==> config.mk <==
export PLATFORM = sky130hd
export DESIGN_NAME = gpio_input_ctrl
export DESIGN_NICKNAME = d
export VERILOG_FILES = /design/src/rtl/gpio_input_pkg.sv /design/src/rtl/gpio_debounce.sv /design/src/rtl/gpio_input_ctrl.sv
export SDC_FILE = /design/constraint.sdc
export NUM_CORES = 1
export LEC_CHECK = 0
export CAP_MARGIN = 20
export CORE_UTILIZATION = 36
export DETAILED_ROUTE_END_ITERATION = 7
export GPL_TIMING_DRIVEN = 0
export PLACE_DENSITY = 0.83
export SLEW_MARGIN = 25
export SYNTH_ARGS = -nofsm -noshare
export SYNTH_HDL_FRONTEND = slang
export SYNTH_HIERARCHICAL = 1
export SYNTH_SLANG_ARGS = --single-unit
==> constraint.sdc <==
create_clock -name clk -period 1.6 [get_ports clk]
set_input_delay 0.32 -clock clk [delete_from_list [all_inputs] [get_ports clk]]
set_output_delay 0.32 -clock clk [all_outputs]
set_load 0.005 [all_outputs]
==> src/rtl/gpio_input_pkg.sv <==
// gpio_input_pkg: register map, register-select decode and counter sizing shared by the GPIO input block.
// Latency: n/a (constants and pure functions only).
// Backpressure: n/a.
package gpio_input_pkg;

    // Byte offsets of the four registers inside the 16-byte window
    localparam logic [31:0] DATA_OFS   = 32'h0000_0000;
    localparam logic [31:0] STATUS_OFS = 32'h0000_0004;
    localparam logic [31:0] MASK_OFS   = 32'h0000_0008;
    localparam logic [31:0] EDGE_OFS   = 32'h0000_000C;

    typedef enum logic [2:0] {
        REG_NONE,
        REG_DATA,
        REG_STATUS,
        REG_MASK,
        REG_EDGE
    } reg_sel_e;

    // Width of a counter that must hold 0 .. cycles-1
    function automatic int cnt_width(input int cycles);
        int w;
        w = $clog2(cycles);
        return (w < 1) ? 1 : w;
    endfunction

    // Full 32-bit match; anything outside the four words selects nothing
    function automatic reg_sel_e decode_reg(input logic [31:0] addr, input logic [31:0] base);
        reg_sel_e sel;
        sel = REG_NONE;
        if (addr == base + DATA_OFS) begin
            sel = REG_DATA;
        end else if (addr == base + STATUS_OFS) begin
            sel = REG_STATUS;
        end else if (addr == base + MASK_OFS) begin
            sel = REG_MASK;
        end else if (addr == base + EDGE_OFS) begin
            sel = REG_EDGE;
        end
        return sel;
    endfunction

endpackage

==> src/rtl/gpio_debounce.sv <==
// gpio_debounce: one key channel -- 2-flop synchronizer, hold-time filter (GPIO_IN_DEBOUNCE_EN), edge pulses.
// Latency: key_in to stable is 2 cycles, or 2+DEBOUNCE_CYCLES with GPIO_IN_DEBOUNCE_EN defined.
// Backpressure: none; rise/fall are one-cycle pulses asserted on the cycle whose edge changes stable.
module gpio_debounce #(
    parameter int DEBOUNCE_CYCLES = 16
) (
    input  logic clk,
    input  logic reset,
    input  logic key_in,
    output logic stable,
    output logic rise,
    output logic fall
);
    import gpio_input_pkg::*;

    if (DEBOUNCE_CYCLES < 2 || DEBOUNCE_CYCLES > 65535) begin : g_bad_cfg
        $error("gpio_debounce: DEBOUNCE_CYCLES must be within 2..65535");
    end

    // sync_q[0] is the metastability catcher, sync_q[1] the first usable copy
    logic [1:0] sync_q;
    logic [1:0] sync_d;
    logic       sync_lvl;

    // Shift the raw level one stage further each cycle
    always_comb begin
        sync_d = {sync_q[0], key_in};
    end

    // Synchronizer flops
    always_ff @(posedge clk or negedge reset) begin
        if (!reset) begin
            sync_q <= '0;
        end else begin
            sync_q <= sync_d;
        end
    end

    assign sync_lvl = sync_q[1];

`ifdef GPIO_IN_DEBOUNCE_EN
    localparam int            CW       = cnt_width(DEBOUNCE_CYCLES);
    localparam logic [CW-1:0] CNT_LAST = CW'(DEBOUNCE_CYCLES - 1);

    logic [CW-1:0] cnt_q;
    logic [CW-1:0] cnt_d;
    logic          stable_q;
    logic          stable_d;
    logic          accept;

    // Count consecutive cycles of disagreement; accept the new level on the last one
    always_comb begin
        cnt_d    = cnt_q;
        stable_d = stable_q;
        accept   = 1'b0;
        if (sync_lvl == stable_q) begin
            cnt_d = '0;
        end else if (cnt_q == CNT_LAST) begin
            accept   = 1'b1;
            stable_d = sync_lvl;
            cnt_d    = '0;
        end else begin
            cnt_d = cnt_q + CW'(1);
        end
    end

    // Counter and filtered level; reset drops any partial count
    always_ff @(posedge clk or negedge reset) begin
        if (!reset) begin
            cnt_q    <= '0;
            stable_q <= 1'b0;
        end else begin
            cnt_q    <= cnt_d;
            stable_q <= stable_d;
        end
    end

    assign stable = stable_q;
    assign rise   = accept & sync_lvl;
    assign fall   = accept & ~sync_lvl;
`else
    // Unfiltered: the level is the synchronizer output, and an edge is seen one
    // stage early so the flag can be set on the same clock that moves the level.
    assign stable = sync_lvl;
    assign rise   = sync_q[0] & ~sync_q[1];
    assign fall   = ~sync_q[0] & sync_q[1];
`endif

endmodule

==> src/rtl/gpio_input_ctrl.sv <==
// gpio_input_ctrl: N_CH debounced key inputs behind a 4-register window (DATA/STATUS/MASK/EDGE_SEL) with level irq.
// Latency: key_in to DATA 2+DEBOUNCE_CYCLES cycles (GPIO_IN_DEBOUNCE_EN defined) or 2; irq one cycle after STATUS/MASK.
// Backpressure: none; reads are combinational and side-effect free, writes complete on the We clock edge.
module gpio_input_ctrl #(
    parameter int          N_CH            = 8,
    parameter int          DEBOUNCE_CYCLES = 16,
    parameter logic [31:0] BASE_ADDR       = 32'h0000_7f40
) (
    input  logic            clk,
    input  logic            reset,
    input  logic [31:0]     addr,
    input  logic [31:0]     datain,
    input  logic            We,
    input  logic [N_CH-1:0] key_in,
    output logic [31:0]     dataout,
    output logic            irq
);
    import gpio_input_pkg::*;

    if (N_CH < 1 || N_CH > 32) begin : g_bad_n_ch
        $error("gpio_input_ctrl: N_CH must be within 1..32");
    end

    logic [N_CH-1:0] stable;
    logic [N_CH-1:0] rise;
    logic [N_CH-1:0] fall;

    for (genvar gi = 0; gi < N_CH; gi++) begin : g_ch
        gpio_debounce #(
            .DEBOUNCE_CYCLES (DEBOUNCE_CYCLES)
        ) u_debounce (
            .clk    (clk),
            .reset  (reset),
            .key_in (key_in[gi]),
            .stable (stable[gi]),
            .rise   (rise[gi]),
            .fall   (fall[gi])
        );
    end

    // Only the low N_CH write-data bits have storage behind them
    logic [N_CH-1:0] wr_bits;
    logic            unused_datain;
    assign wr_bits       = datain[N_CH-1:0];
    assign unused_datain = ^datain;

    reg_sel_e rd_sel;
    reg_sel_e wr_sel;

    // Decode the bus address once for both the read mux and the write strobes
    always_comb begin
        rd_sel = decode_reg(addr, BASE_ADDR);
        wr_sel = We ? rd_sel : REG_NONE;
    end

    logic [N_CH-1:0] status_q;
    logic [N_CH-1:0] status_d;
    logic [N_CH-1:0] mask_q;
    logic [N_CH-1:0] mask_d;
    logic [N_CH-1:0] edge_sel_q;
    logic [N_CH-1:0] edge_sel_d;
    logic            irq_q;
    logic            irq_d;
    logic [N_CH-1:0] edge_hit;
    logic [N_CH-1:0] status_clr;

    // Next register state: EDGE_SEL bit 1 picks rising, 0 picks falling; a new
    // edge is OR-ed in after the W1C mask so set beats clear in the same cycle.
    always_comb begin
        edge_hit   = (rise & edge_sel_q) | (fall & ~edge_sel_q);
        status_clr = (wr_sel == REG_STATUS) ? wr_bits : '0;
        status_d   = (status_q & ~status_clr) | edge_hit;
        mask_d     = (wr_sel == REG_MASK) ? wr_bits : mask_q;
        edge_sel_d = (wr_sel == REG_EDGE) ? wr_bits : edge_sel_q;
        irq_d      = |(status_q & mask_q);
    end

    // Register bank and registered interrupt
    always_ff @(posedge clk or negedge reset) begin
        if (!reset) begin
            status_q   <= '0;
            mask_q     <= '0;
            edge_sel_q <= '0;
            irq_q      <= 1'b0;
        end else begin
            status_q   <= status_d;
            mask_q     <= mask_d;
            edge_sel_q <= edge_sel_d;
            irq_q      <= irq_d;
        end
    end

    assign irq = irq_q;

    logic [N_CH-1:0] rd_val;

    // Read mux, zero-extended; unmapped addresses read zero
    always_comb begin
        rd_val = '0;
        case (rd_sel)
            REG_DATA:   rd_val = stable;
            REG_STATUS: rd_val = status_q;
            REG_MASK:   rd_val = mask_q;
            REG_EDGE:   rd_val = edge_sel_q;
            default:    rd_val = '0;
        endcase
        dataout = 32'(rd_val);
    end

endmodule
Word level (Yosys, flattened, before mapping)
Cells that the tools add are included.
- register bits: 41
- eq/ne operators: 11
- multiplexer cells: 7
- bitwise logic cells: 40
- reduce and logical (&&, ||, !) cells: 1
- operator list (cell ; count):
    $eq A32 B15 Y1 const B ; 4
    $and A8 B8 Y8 ; 4
    $pmux W8 S4 ; 1
    $and A1 B1 Y1 ; 16
    $not A1 Y1 ; 16
    $not A8 Y8 ; 2
    $or A8 B8 Y8 ; 2
    $mux W3 ; 5
    $eq A3 B2 Y1 const B ; 4
    $mux W8 ; 1
    $reduce_or A8 Y1 ; 1
    $eq A3 B3 Y1 const B ; 2
    $eq A3 B1 Y1 const B ; 1

Depth between registers and ports, before layout
- word-level depth: 11
- depth in mapped cells: 5

Cells and area by module
Netlist, hierarchy kept.
- modules (own cells, without submodules) (module ; times used ; cells an instance ; area an instance (µm²) ; seq. area each (µm²)):
    gpio_input_ctrl ; 1 ; 142 ; 1646.6 ; 625.6
    gpio_debounce ; 8 ; 4 ; 65.1 ; 50.0

Worst setup path before layout
Ideal clock, no wire load.
- path type: input to register
- start: in addr[0]
- end: reg mask_q[0]
- setup time: 0.125 ns
- arrival: 1.698 ns
- slack: -0.222 ns
- cell stages on the path: 5
- path buffers: 1
- cell sequence: nor4_1 > nand4_1 > buf_6 > nor4_4 > mux2_2
- word-level cells in the longest chain between the ends: 7
- elaborated cells between the ends (all ways): 10
- those cells by class: eq/ne: 5; mux: 5
- RTL lines (what ; line ; text):
    start, declared ; gpio_input_ctrl.sv:11 ; input logic [31:0] addr,
    $eq A32 B15 Y1 ; gpio_input_pkg.sv:37 ; end else if (addr == base + EDGE_OFS) begin
    $mux W3 ; gpio_input_pkg.sv:37 ;
    $mux W3 ; gpio_input_pkg.sv:35 ; end else if (addr == base + MASK_OFS) begin
    $mux W3 ; gpio_input_pkg.sv:33 ; end else if (addr == base + STATUS_OFS) begin
    $mux W3 * ; gpio_input_pkg.sv:31 ; if (addr == base + DATA_OFS) begin
    $mux W3 * ; gpio_input_ctrl.sv:53 ; wr_sel = We ? rd_sel : REG_NONE;
    $eq A3 B2 Y1 * ; gpio_input_ctrl.sv:73 ; mask_d = (wr_sel == REG_MASK) ? wr_bits : mask_q;
    end signal, assigned ; gpio_input_ctrl.sv:87 ; mask_q <= mask_d;
    end, declared ; gpio_input_ctrl.sv:58 ; logic [N_CH-1:0] mask_q;
Mark *: on every way between the ends. The rest lies on a longest branch, timed or not.
A chain may end at the register's enable or synchronous reset.

Worst setup path in the final report
- start: in addr[18]
- end: out dataout[2]
- word-level cells in the longest chain between the ends: 7
- elaborated cells between the ends (all ways): 13
- those cells by class: eq/ne: 8; mux: 5
- RTL lines (what ; line ; text):
    $eq A32 B15 Y1 ; gpio_input_pkg.sv:37 ;
    $mux W3 ; gpio_input_pkg.sv:37 ;
    $mux W3 ; gpio_input_pkg.sv:35 ;
    $mux W3 ; gpio_input_pkg.sv:33 ;
    $mux W3 * ; gpio_input_pkg.sv:31 ;
    $eq A3 B3 Y1, or another cell as far along ; gpio_input_ctrl.sv:100 ; case (rd_sel)
    $pmux W8 S4 * ; gpio_input_ctrl.sv:100 ;
    end, declared ; gpio_input_ctrl.sv:15 ; output logic [31:0] dataout,
Marks and branches as above.

==> metrics.md <==
| Metric | Value |
|---|---|
| Initial standard-cell utilization of the core | 38.41% |
| Share of the clock period used by the worst path | 117.2% |
| Biggest fanout along the worst timing path | 5 |
| Final Max Slew Viols | 0 |
| Maximum number of pins on one net before global-route repair | 25 |
| Violated checks | setup timing |
| Number of synthesized flops with an enable pin | 0 |
| Peak per-stage delay on the critical path | roughly 0.33 ns |
| Count of clock tree sinks | 41 |
| Reported max-cap violation count | 0 |
| Number of antenna violations at the first check in global routing | 0 |
| CP max stage cell | sky130_fd_sc_hd__or2_4 |
| Nature of the critical path endpoint | output port |
| Worst IR drop on VDD | 532.7 uV |
| Number of routed nets with antenna violations | 0 |
| Worst hold slack | 0.3871 ns |
| Number of cells produced by synthesis | ~170 |
| Aggregate negative setup slack | -3.776 ns |
| Yosys top cell by area | sky130_fd_sc_hd__dfrtp_1 |
| Most common flop cell mapped by yosys | sky130_fd_sc_hd__dfrtp_1 |
| Leak Pwr | 1.499 nW |
| Number of flip-flops and latches in the synthesized netlist | 41 |
| Sequential element share of the synthesized area | 47.34% |
| Clock transition at the registers of the reported paths | 0.08 ns |
| Vias in the first global route | 1739 |
| TritonCTS Buffers | 5 |
| Share of the synthesized area in the top cell type | 47.34% |
| RSZ-0062 raised after global routing | yes |
| Fraction of layout cells with a size suffix above 1 | 48.41% |
| Clock Root Buffer | sky130_fd_sc_hd__clkbuf_8 |
| Worst Setup Start Kind | input pin |
| Post-Synthesis Cell Area | 2167 um2 |
| I/O pin total | 108 |
| Power density over the cells | around 630 nW/um2 |
| Final GP Congestion | 0.7437 |
| Total number of H-tree levels | 2 |
| Count of distinct cell types in the synthesized netlist | 25 |
| Type of the worst min-delay path | reg2reg |
| Clk_skew | 0.005906 ns |
| Critical-path cell list | buf_2, nor4b_2, nand4_1, or2_4, buf_6, nor2b_4, buf_2 |
| Most frequent cell on the critical path | sky130_fd_sc_hd__buf_2 |
| Synthesis warning total | 6 |
| Detailed-placement wirelength estimate | 3654 um |
| Chip width | 79.59 um |
| Max Buffers Root-to-Sink | 2 |
| Std-Cell Rows | 27 |
| Ant. Diodes | 0 |
| # DRC | 0 |
| Vertical die dimension | ~80 um |
| Worst path arrival time | 1.56 ns |
| Final core utilization | 58.39% |
| Area of the core region | 5642 um2 |
| Total length of routed wires | 5352 um |
| Worst-Skew Late Latency | 0.30 ns |
| Detailed-route vias per instance | 4.718 |
| Average detailed-routed wire length per instance | 15.08 um |
| Area enclosed by the die boundary | 6334 um2 |
| Vias after detailed routing | 1675 |
| Kind of critical path | in2out |
| Main area contributors after synthesis | sky130_fd_sc_hd__dfrtp_1, sky130_fd_sc_hd__buf_4, sky130_fd_sc_hd__mux2_2, sky130_fd_sc_hd__mux4_2, sky130_fd_sc_hd__nor2b_1 |
| Final setup violation count | 24 |
| Critical path required time | 1.28 ns |
| GRT Residual Overflow | 0 |
| Global-route wire length before repair | 8700 um |
| CTS tree | built |
| Net count of the finished layout | 357 |
| Number of detailed-route iterations in the first pass | 4 |
| Run status | finished, violations left |
| Number of DRC markers in iteration 0 | 95 |
| Global-route usage over all layers | roughly 18% |
| Placement Cell Area | 3027 um2 |
| Port buffer count | 58 |
| Maximum clock frequency | 533.1 MHz |
| Final critical delay including setup and external delays | 1.876 ns |
| Final Instance Area | 3294 um2 |
| Final-report hold violation count | 0 |
| Fraction of registers with async set/reset | 100.0% |
| Synth-to-layout area growth | 52.02% |
| Worst slew margin relative to its limit | 64.09% |
| Actual slew at the worst max-slew pin | ~0.54 ns |
| Average instance area after synthesis | roughly 12 um2 |
| Min setup slack post-route | -0.2757 ns |
## synth_stat cells (all sizes together), types with 4 or more instances
cell type	instances
dfrtp	41
buf	28
nor2b	17
mux2	16
nand2	9
nand3	9
and2b	8
mux2i	8
mux4	8
o31ai	8
a22oi	4
## registers in the layout, indices dropped and copies added, names as in the netlist
register	cells
edge_sel_q	8
irq	1
mask_q	8
g_ch.u_debounce/sync_q	16
status_q	8
## per-layer routing
layer / global-route usage, % / vias up / share of wire, %
met5: 0 / - / 0
met4: 5.455 / 0 / 0.99
met3: 4.000 / 6 / 5.1
met2: 32.05 / 56 / 52
met1: 22.58 / 818 / 42
li1: - / 795 / -
## report_power, final
part           internal, W  switching (W)
logic             0.000204       0.000119
clock network     0.000301       0.000367
registers          0.00106      0.0000136
## cell families (layout without fill, tap and decap cells)
logic type	after synthesis	count (layout)	share of synthesized area [%]
AO/OA/AOI/OAI	12	12	4.157
buffers and inverters	31	117	10.10
flip-flops	41	41	47.34
multiplexers	32	32	20.32
other	1	24	0.1730
AND/OR/NAND/NOR	57	57	17.90
## path summary, 6_finish.rpt
path	startpoint	endpoint	slack (ns)	cells after the start
max	addr[18]	dataout[2]	-0.28	7
min	g_ch[7].u_debounce/sync_q[0]	g_ch[7].u_debounce/sync_q[1]	0.39	0
max reg2reg	g_ch[6].u_debounce/sync_q[1]	status_q[6]	0.67	3
min reg2reg	g_ch[7].u_debounce/sync_q[0]	g_ch[7].u_debounce/sync_q[1]	0.39	0
max in group asynchronous	reset	edge_sel_q[6]	0.64	3
min in group asynchronous	reset	g_ch[2].u_debounce/sync_q[1]	0.49	2
## cell usage in the layout, fill, tap and decap left out, drive strengths merged
cell	n
o31ai	8
conb	24
clkdlybuf4s50	17
nor3	1
clkinv	2
clkbuf	8
nor4	3
nor2	1
clkdlybuf4s15	7
nand2	9
mux2	16
mux2i	8
buf	78
nand4	3
nor4bb	3
nor2b	17
a22oi	4
mux4	8
nor4b	2
nand3	9
dfrtp	41
clkinvlp	1
dlygate4sd3	1
or2	1
dlygate4sd2	3
and2b	8
## area by class of cell
cell class              instances  area (um2)
flip-flops and latches         41        1026
repair buffers                 81       700.7
clock inverters                 3       17.52
well taps                      72       90.09
fillers                       476        2347
plain buffers                  28       226.5
multi-input cells             125        1165
clock buffers                   5       68.82
## through the flow
step / instances / total power (W) / setup WS (ns)
after CTS: 353 / 0.002071 / -0.2383
after global placement: 327 / 0.001381 / -1.094
after global routing: 355 / 0.002153 / -0.3517
after detailed placement: 328 / 0.001396 / -1.108
final: 355 / 0.002061 / -0.2757
after floorplan: 197 / 0.001221 / -0.1974
## worst max-delay path, delay by kind of cell
| kind | cells | cell delay [ns] |
|---|---|---|
| AND/OR/NAND/NOR | 4 | 0.87 |
| buffers and inverters | 3 | 0.36 |
## what timing repair did
item	CTS	global route
pin swaps	13	4
buffers inserted	34	3
gates resized for setup	154	16
hold buffers	1	0
endpoints found under the setup margin	24	24
cloned	1	0
hold endpoints to repair	17	0
Power figures use the tool's default switching activity.
